===== config.mk =====
export PLATFORM = sky130hd
export DESIGN_NAME = armleocpu_fetch_queue
export DESIGN_NICKNAME = d
export VERILOG_FILES = /design/src/rtl/armleocpu_fetch_queue.sv
export SDC_FILE = /design/constraint.sdc
export NUM_CORES = 1
export LEC_CHECK = 0
export CAP_MARGIN = 20
export CORE_ASPECT_RATIO = 1.4
export CORE_UTILIZATION = 30
export CTS_CLUSTER_SIZE = 10
export DETAILED_ROUTE_END_ITERATION = 10
export DONT_BUFFER_PORTS = 1
export RECOVER_POWER = 25
export SETUP_SLACK_MARGIN = 0.2
export SLEW_MARGIN = 20
export SYNTH_ARGS = -nofsm -noshare
export SYNTH_HDL_FRONTEND = slang
export SYNTH_SLANG_ARGS = --single-unit

===== constraint.sdc =====
create_clock -name clk -period 9.95 [get_ports clk]
set_input_delay 1.4925 -clock clk [delete_from_list [all_inputs] [get_ports clk]]
set_output_delay 1.4925 -clock clk [all_outputs]
set_load 0.02 [all_outputs]

===== src/rtl/armleocpu_fetch_queue.sv =====
// armleocpu_fetch_queue: sequential instruction prefetch unit.
// Keeps a small queue of fetched words between the I-cache and decode.
module armleocpu_fetch_queue #(
    parameter int          QUEUE_DEPTH             = 4,
    parameter logic [31:0] RESET_VECTOR            = 32'h0000_2000,
    parameter int          DEBUG_CMD_WIDTH         = 4,
    parameter int          F2E_TYPE_WIDTH          = 2,
    parameter int          ARMLEOCPU_D2F_CMD_WIDTH = 2
) (
    input  logic                               clk,
    input  logic                               rst_n,
    output logic [3:0]                         c_cmd,
    output logic [31:0]                        c_address,
    input  logic                               c_done,
    input  logic [3:0]                         c_response,
    input  logic [31:0]                        c_load_data,
    input  logic                               interrupt_pending,
    input  logic                               dbg_mode,
    input  logic                               dbg_cmd_valid,
    input  logic [DEBUG_CMD_WIDTH-1:0]         dbg_cmd,
    input  logic [31:0]                        dbg_arg0,
    output logic                               dbg_cmd_ready,
    output logic                               dbg_pipeline_busy,
    output logic                               f2d_valid,
    output logic [F2E_TYPE_WIDTH-1:0]          f2d_type,
    output logic [31:0]                        f2d_instr,
    output logic [31:0]                        f2d_pc,
    output logic [3:0]                         f2d_resp,
    input  logic                               d2f_ready,
    input  logic [ARMLEOCPU_D2F_CMD_WIDTH-1:0] d2f_cmd,
    input  logic [31:0]                        d2f_branchtarget
);

    localparam logic [3:0] CACHE_CMD_NONE         = 4'd0;
    localparam logic [3:0] CACHE_CMD_EXECUTE      = 4'd1;
    localparam logic [3:0] CACHE_CMD_FLUSH_ALL    = 4'd4;
    localparam logic [3:0] CACHE_RESPONSE_SUCCESS = 4'd0;

    localparam logic [DEBUG_CMD_WIDTH-1:0] DEBUG_CMD_JUMP =
        DEBUG_CMD_WIDTH'(4);

    localparam logic [F2E_TYPE_WIDTH-1:0] F2E_TYPE_INSTR =
        F2E_TYPE_WIDTH'(0);
    localparam logic [F2E_TYPE_WIDTH-1:0] F2E_TYPE_INTERRUPT_PENDING =
        F2E_TYPE_WIDTH'(1);

    localparam logic [ARMLEOCPU_D2F_CMD_WIDTH-1:0] D2F_START_BRANCH =
        ARMLEOCPU_D2F_CMD_WIDTH'(1);
    localparam logic [ARMLEOCPU_D2F_CMD_WIDTH-1:0] D2F_FLUSH =
        ARMLEOCPU_D2F_CMD_WIDTH'(2);

    localparam int PW = $clog2(QUEUE_DEPTH);
    localparam int CW = PW + 1;

    logic [3:0]    c_cmd_q, c_cmd_d;
    logic [31:0]   c_address_q, c_address_d;
    logic [31:0]   next_pc_q, next_pc_d;
    logic [CW-1:0] count_q, count_d;
    logic [PW-1:0] rptr_q, rptr_d;
    logic [PW-1:0] wptr_q, wptr_d;
    logic          redir_q, redir_d;
    logic [31:0]   redir_tgt_q, redir_tgt_d;
    logic          flush_q, flush_d;
    logic [31:0]   flush_tgt_q, flush_tgt_d;
    logic          drop_q, drop_d;
    logic          halted_q, halted_d;

    logic [31:0] instr_mem [QUEUE_DEPTH];
    logic [31:0] pc_mem    [QUEUE_DEPTH];
    logic [3:0]  resp_mem  [QUEUE_DEPTH];

    logic          busy, exec_out, exec_done, arb;
    logic          dbg_jump, d2f_br, d2f_fl;
    logic          any_new, new_flush;
    logic [31:0]   new_tgt;
    logic          push, pop, err_now, head_v, int_out;
    logic          halted_eff, flush_eff, redir_eff, flush_done;
    logic [31:0]   flush_tgt_eff, redir_tgt_eff;
    logic [CW-1:0] cnt_base, occ_next;

    assign busy      = (c_cmd_q != CACHE_CMD_NONE);
    assign exec_out  = (c_cmd_q == CACHE_CMD_EXECUTE);
    assign exec_done = exec_out && c_done;
    assign arb       = !busy || c_done;

    assign dbg_cmd_ready     = dbg_mode && !busy && dbg_cmd_valid;
    assign dbg_pipeline_busy = busy;

    // A debug jump overrides any decode command arriving alongside it
    assign dbg_jump  = dbg_cmd_ready && (dbg_cmd == DEBUG_CMD_JUMP);
    assign d2f_br    = d2f_ready && (d2f_cmd == D2F_START_BRANCH);
    assign d2f_fl    = d2f_ready && (d2f_cmd == D2F_FLUSH);
    assign any_new   = dbg_jump || d2f_br || d2f_fl;
    assign new_flush = d2f_fl && !dbg_jump;
    assign new_tgt   = dbg_jump ? dbg_arg0 : d2f_branchtarget;

    assign head_v  = (count_q != '0);
    assign push    = exec_done && !drop_q && !any_new;
    assign pop     = head_v && d2f_ready && !any_new;
    assign err_now = push && (c_response != CACHE_RESPONSE_SUCCESS);

    assign halted_eff = (halted_q && !any_new) || err_now;

    // A pending flush absorbs later redirects as its refetch target
    assign flush_eff     = flush_q || new_flush;
    assign flush_tgt_eff = any_new ? new_tgt : flush_tgt_q;
    assign redir_eff     = !flush_eff && (redir_q || any_new);
    assign redir_tgt_eff = any_new ? new_tgt : redir_tgt_q;
    assign flush_done    = (c_cmd_q == CACHE_CMD_FLUSH_ALL) && c_done
                           && !new_flush;

    assign cnt_base = any_new ? '0 : count_q;
    assign occ_next = cnt_base + CW'(push) - CW'(pop);

    assign int_out   = interrupt_pending && !head_v && !exec_out;
    assign f2d_valid = head_v || int_out;
    assign f2d_type  = head_v ? F2E_TYPE_INSTR : F2E_TYPE_INTERRUPT_PENDING;
    assign f2d_instr = instr_mem[rptr_q];
    assign f2d_pc    = head_v ? pc_mem[rptr_q] : next_pc_q;
    assign f2d_resp  = resp_mem[rptr_q];

    assign c_cmd     = c_cmd_q;
    assign c_address = c_address_q;

    // Queue bookkeeping, drop tracking and error stop
    always_comb begin
        count_d  = occ_next;
        rptr_d   = any_new ? '0 : rptr_q + PW'(pop);
        wptr_d   = any_new ? '0 : wptr_q + PW'(push);
        halted_d = halted_eff;
        drop_d   = drop_q;
        if (any_new && exec_out && !c_done)
            drop_d = 1'b1;
        else if (exec_done)
            drop_d = 1'b0;
    end

    // Cache command arbitration, re-evaluated when idle or on completion
    always_comb begin
        c_cmd_d     = c_cmd_q;
        c_address_d = c_address_q;
        next_pc_d   = next_pc_q;
        redir_d     = redir_eff;
        redir_tgt_d = redir_tgt_eff;
        flush_d     = flush_eff;
        flush_tgt_d = flush_tgt_eff;
        if (arb) begin
            if (dbg_mode) begin
                c_cmd_d = CACHE_CMD_NONE;
            end else if (flush_eff && flush_done) begin
                c_cmd_d     = CACHE_CMD_EXECUTE;
                c_address_d = flush_tgt_eff;
                next_pc_d   = flush_tgt_eff + 32'd4;
                flush_d     = 1'b0;
            end else if (flush_eff) begin
                c_cmd_d     = CACHE_CMD_FLUSH_ALL;
                c_address_d = flush_tgt_eff;
            end else if (redir_eff) begin
                c_cmd_d     = CACHE_CMD_EXECUTE;
                c_address_d = redir_tgt_eff;
                next_pc_d   = redir_tgt_eff + 32'd4;
                redir_d     = 1'b0;
            end else if (interrupt_pending || halted_eff) begin
                c_cmd_d = CACHE_CMD_NONE;
            end else if (occ_next < CW'(QUEUE_DEPTH)) begin
                c_cmd_d     = CACHE_CMD_EXECUTE;
                c_address_d = next_pc_q;
                next_pc_d   = next_pc_q + 32'd4;
            end else begin
                c_cmd_d = CACHE_CMD_NONE;
            end
        end
    end

    // Control state registers
    always_ff @(posedge clk or negedge rst_n) begin
        if (!rst_n) begin
            c_cmd_q     <= CACHE_CMD_NONE;
            c_address_q <= RESET_VECTOR;
            next_pc_q   <= RESET_VECTOR;
            count_q     <= '0;
            rptr_q      <= '0;
            wptr_q      <= '0;
            redir_q     <= 1'b1;
            redir_tgt_q <= RESET_VECTOR;
            flush_q     <= 1'b0;
            flush_tgt_q <= RESET_VECTOR;
            drop_q      <= 1'b0;
            halted_q    <= 1'b0;
        end else begin
            c_cmd_q     <= c_cmd_d;
            c_address_q <= c_address_d;
            next_pc_q   <= next_pc_d;
            count_q     <= count_d;
            rptr_q      <= rptr_d;
            wptr_q      <= wptr_d;
            redir_q     <= redir_d;
            redir_tgt_q <= redir_tgt_d;
            flush_q     <= flush_d;
            flush_tgt_q <= flush_tgt_d;
            drop_q      <= drop_d;
            halted_q    <= halted_d;
        end
    end

    // Queue storage; contents are only meaningful while counted
    always_ff @(posedge clk) begin
        if (push) begin
            instr_mem[wptr_q] <= c_load_data;
            pc_mem[wptr_q]    <= c_address_q;
            resp_mem[wptr_q]  <= c_response;
        end
    end

endmodule


==> reports/qor.json <==
{
  "place": {
    "place_hpwl_mm": 32.9,
    "numPortBuffers": 0,
    "gp_congestion": 0.829,
    "placed_area_sq_mm": 0.0189,
    "place_inst": 1968
  },
  "worst_setup_path": {
    "crit_family": "simple AND/OR/NAND/NOR gates",
    "arrival_ps": 7020,
    "critical_path_rt_ps": 10460,
    "largest_driver_fanout_on_the_critical_path": 73,
    "cp-startpoint": "dbg_cmd_valid",
    "timing.critical_path.to_type": "flip-flop",
    "timing.critical_path.cells": "nand4bb_1, buf_4, inv_2, nand2_2, buf_4, nand2_1, nor3_1, ha_1, inv_1, ha_1, fa_1, xor2_1, o311ai_0, nand2_2, or2_2, or4_1, nand3_1",
    "worst_r2r_startpoint": "c_cmd[0]",
    "setup.reg_to_reg.worst_slack_ps": 3650,
    "worst_setup_path_start_kind": "input port",
    "critPathKind": "in -> reg",
    "slowest_delay_ps": 870,
    "crit_path_top_delay_cell": "sky130_fd_sc_hd__or2_2",
    "cp_num_buf_inv": 4
  },
  "detailed_routing": {
    "post_drt_wl_per_cell_um": 23.9,
    "pre_repair_dr_iteration_count": 5,
    "drtAntennaViolNets": 0,
    "routed_wl_mm": 48.9,
    "drt_iter0_markers": 846,
    "detailed_route_drc_error_count": 0,
    "drt-vias-per-instance": 5.29,
    "vias": 10800
  },
  "clock_network": {
    "clock_latency_ps": 590,
    "ctsHtreeMaxLevel": 2,
    "cts_tree": "yes",
    "number_of_sinks_handled_by_clock_tree_synthesis": 413,
    "holdBufCountCts": 0,
    "ctsRootBufferMaster": "sky130_fd_sc_hd__clkbuf_16",
    "post_cts_buffers": 0,
    "numCtsBuffers": 47,
    "clk_transition_reported_paths_ps": 60,
    "cts_max_path_buffers": 3,
    "cts-resized-gates": 0
  },
  "sta": {
    "final-setup-viol-count": 0,
    "grt_setup_unrepaired": "false",
    "finalHoldViolations": 0,
    "drv_slew": 0,
    "post-route-period-util": 0.654,
    "final_period_minus_worst_setup_slack_ps": 6510,
    "totalNegativeSetupSlack_ps": 0,
    "max_clock_freq_ghz": 0.154,
    "fin_skew_ps": 25.5,
    "hold_ws_ps": 519,
    "worst_slew_pin_slew_ps": 1050,
    "timing.max_slew.rel_slack": 0.300
  },
  "finish": {
    "final_nets": 1380,
    "area_growth_pct": 12.0,
    "layout.cells.non_filler": 2050,
    "final_cell_area_sq_mm": 0.0202,
    "drive_above_1_share": 0.172,
    "postLayoutCoreUtil": 0.339,
    "multi_input_comb_area_sq_mm": 0.00590,
    "fill_cells": 5749,
    "regArea_sq_mm": 0.0117
  },
  "die": {
    "die_height_um": 292,
    "fp.coreArea_sq_mm": 0.0597,
    "placementRows": 106,
    "initial_utilization": 0.303,
    "floorplan.io_pins": 222,
    "die_area_sq_mm": 0.0612,
    "die_width_um": 209
  },
  "global_route": {
    "globalRoute.totalOverflow": 0,
    "grt_start_max_net_pins": 142,
    "number_of_global_route_vias_before_repair": 10900,
    "grt_pass1_wl_mm": 72.0,
    "grt_usage": 0.159,
    "grt_antenna_before_repair": 2
  },
  "synth": {
    "synth_area_sq_mm": 0.0181,
    "synth-warning-count": 0,
    "synth_commonest_cells": "sky130_fd_sc_hd__edfxtp_1 (272), sky130_fd_sc_hd__nand2_1 (140), sky130_fd_sc_hd__dfrtp_1 (136)",
    "number_of_synthesized_register_bits": 413,
    "synth_enable_flop_cells": 272,
    "synthDominantAreaCellType": "sky130_fd_sc_hd__edfxtp_1",
    "main_flop_type_after_synthesis": "sky130_fd_sc_hd__edfxtp_1",
    "area_share_of_the_largest_cell_type_after_synthesis": 0.452,
    "fraction_of_synthesis_flops_using_an_asynchronous_set_or_reset_pin": 0.341,
    "synth_cells": 1280,
    "ys_top_cells_by_area": "sky130_fd_sc_hd__edfxtp_1 (45%), sky130_fd_sc_hd__dfrtp_1 (19%), sky130_fd_sc_hd__mux4_2 (8.5%), sky130_fd_sc_hd__nand2_1 (2.9%), sky130_fd_sc_hd__o21ai_0 (2.7%)",
    "sequential_fraction_of_the_synthesis_area": 0.648,
    "post_synth_num_cell_types": 75,
    "synth.most_common_cell": "sky130_fd_sc_hd__edfxtp_1",
    "syn-mean-instance-area_sq_um": 14.1
  },
  "pwr": {
    "cell_area_power_density_mw_per_mm2": 284,
    "power_leakage_nw": 6.98,
    "max-vdd-ir-drop_uv": 128
  },
  "hold_path": {
    "min_delay_worst_type": "reg -> reg",
    "holdCritStartpoint": "next_pc_q[13]"
  },
  "status": {
    "run_status": "complete, no violations"
  },
  "job": {
    "timing.max_cap.violations": 0
  }
}
==> sequential cells by signal, summed over array words and instances, names as in the netlist, 3 cells and up <==
register,cells
instr_mem,128
pc_mem,128
c_address,32
flush_tgt_q,32
next_pc_q,32
redir_tgt_q,32
resp_mem,16
count_q,3
==> worst reg2reg max path, stage by stage (launching register included) <==
cell	delay [ps]
sky130_fd_sc_hd__dfrtp_1	590
sky130_fd_sc_hd__nand4bb_1	190
sky130_fd_sc_hd__buf_4	310
sky130_fd_sc_hd__inv_2	190
sky130_fd_sc_hd__nand2_2	80
sky130_fd_sc_hd__buf_4	660
sky130_fd_sc_hd__nand2_1	300
sky130_fd_sc_hd__nor3_1	320
sky130_fd_sc_hd__ha_1	180
sky130_fd_sc_hd__inv_1	40
sky130_fd_sc_hd__ha_1	200
sky130_fd_sc_hd__fa_1	390
sky130_fd_sc_hd__xor2_1	190
sky130_fd_sc_hd__o311ai_0	350
sky130_fd_sc_hd__nand2_2	680
sky130_fd_sc_hd__or2_2	870
sky130_fd_sc_hd__or4_1	600
sky130_fd_sc_hd__nand3_1	90
==> logic make-up (layout without fill, tap and decap cells) <==
logic type | Yosys count | after routing | synth area share
DFF | 413 | 413 | 0.648
AOI/OAI and AO/OA | 326 | 326 | 0.124
and+or+nand+nor | 268 | 268 | 0.0694
buffers and inverters | 126 | 136 | 0.0293
muxes | 114 | 114 | 0.112
xor gates and xnor gates | 26 | 26 | 0.0126
adders and majority gates | 6 | 6 | 0.00457
other | 1 | 5 | 0.000208
==> metal layers <==
layer | track usage | up-vias | share of wire | wire, um
met5 | 0 | - | 0 | 0
met4 | 0.0570 | 0 | 0.026 | 1250
met3 | 0.0463 | 68 | 0.083 | 4070
met2 | 0.262 | 399 | 0.49 | 24100
met1 | 0.197 | 5495 | 0.40 | 19600
li1 | - | 4880 | - | -
==> final timing paths <==
check | depth (start not counted) | endpoint
worst max-delay path | 17 | next_pc_q[25]
worst min-delay path | 2 | next_pc_q[13]
worst max register to register | 17 | next_pc_q[25]
worst min register to register | 2 | next_pc_q[13]
max in group asynchronous | 0 | c_address[13]
min in group asynchronous | 0 | redir_tgt_q[7]
==> cell type report <==
type,instances,share of cell area
sequential,413,0.579
multi-input combinational,743,0.292
clock buffer,79,0.0667
tap,756,0.0468
timing repair buffer,22,0.00835
inverter,34,0.00631
clock inverter,1,0.000990
antenna,2,0.000247
==> through the flow <==
stage / worst slack (ps) / total power [mW]
floorplan: 1400 / 3.69
global placement: 2960 / 4.17
detailed placement: 2850 / 4.21
CTS: 3480 / 5.81
global route: 2980 / 6.02
finish: 3440 / 5.74
==> power breakdown <==
| group | switching, mW | internal (mW) |
|---|---|---|
| clock | 0.664 | 0.915 |
| combinational | 1.01 | 0.606 |
| sequential | 0.413 | 2.13 |
==> layout by cell type (no fill, tap or decap), types with 4 or more instances in the layout <==
cell type / count
sky130_fd_sc_hd__clkbuf_1: 29
sky130_fd_sc_hd__buf_4: 21
sky130_fd_sc_hd__o211ai_1: 18
sky130_fd_sc_hd__o221ai_1: 5
sky130_fd_sc_hd__dfstp_2: 5
sky130_fd_sc_hd__mux2i_1: 14
sky130_fd_sc_hd__o22ai_1: 40
sky130_fd_sc_hd__xnor2_1: 13
sky130_fd_sc_hd__clkbuf_16: 49
sky130_fd_sc_hd__o21ai_0: 98
sky130_fd_sc_hd__inv_1: 32
sky130_fd_sc_hd__and2_1: 6
sky130_fd_sc_hd__a2bb2oi_1: 15
sky130_fd_sc_hd__a21oi_1: 34
sky130_fd_sc_hd__and3_1: 5
sky130_fd_sc_hd__nor3_1: 5
sky130_fd_sc_hd__nor2_1: 48
sky130_fd_sc_hd__nand2_1: 139
sky130_fd_sc_hd__nand3_1: 13
sky130_fd_sc_hd__a21boi_0: 40
sky130_fd_sc_hd__edfxtp_1: 272
sky130_fd_sc_hd__o22a_1: 18
sky130_fd_sc_hd__a31oi_1: 12
sky130_fd_sc_hd__ha_1: 5
sky130_fd_sc_hd__nand4_1: 12
sky130_fd_sc_hd__or2_2: 6
sky130_fd_sc_hd__mux4_2: 68
sky130_fd_sc_hd__a21o_1: 4
sky130_fd_sc_hd__o22ai_2: 4
sky130_fd_sc_hd__dfrtp_1: 134
sky130_fd_sc_hd__a2111oi_0: 7
sky130_fd_sc_hd__mux2_2: 32
sky130_fd_sc_hd__xor2_1: 11
sky130_fd_sc_hd__a32oi_1: 5
Power figures use the tool's default switching activity.
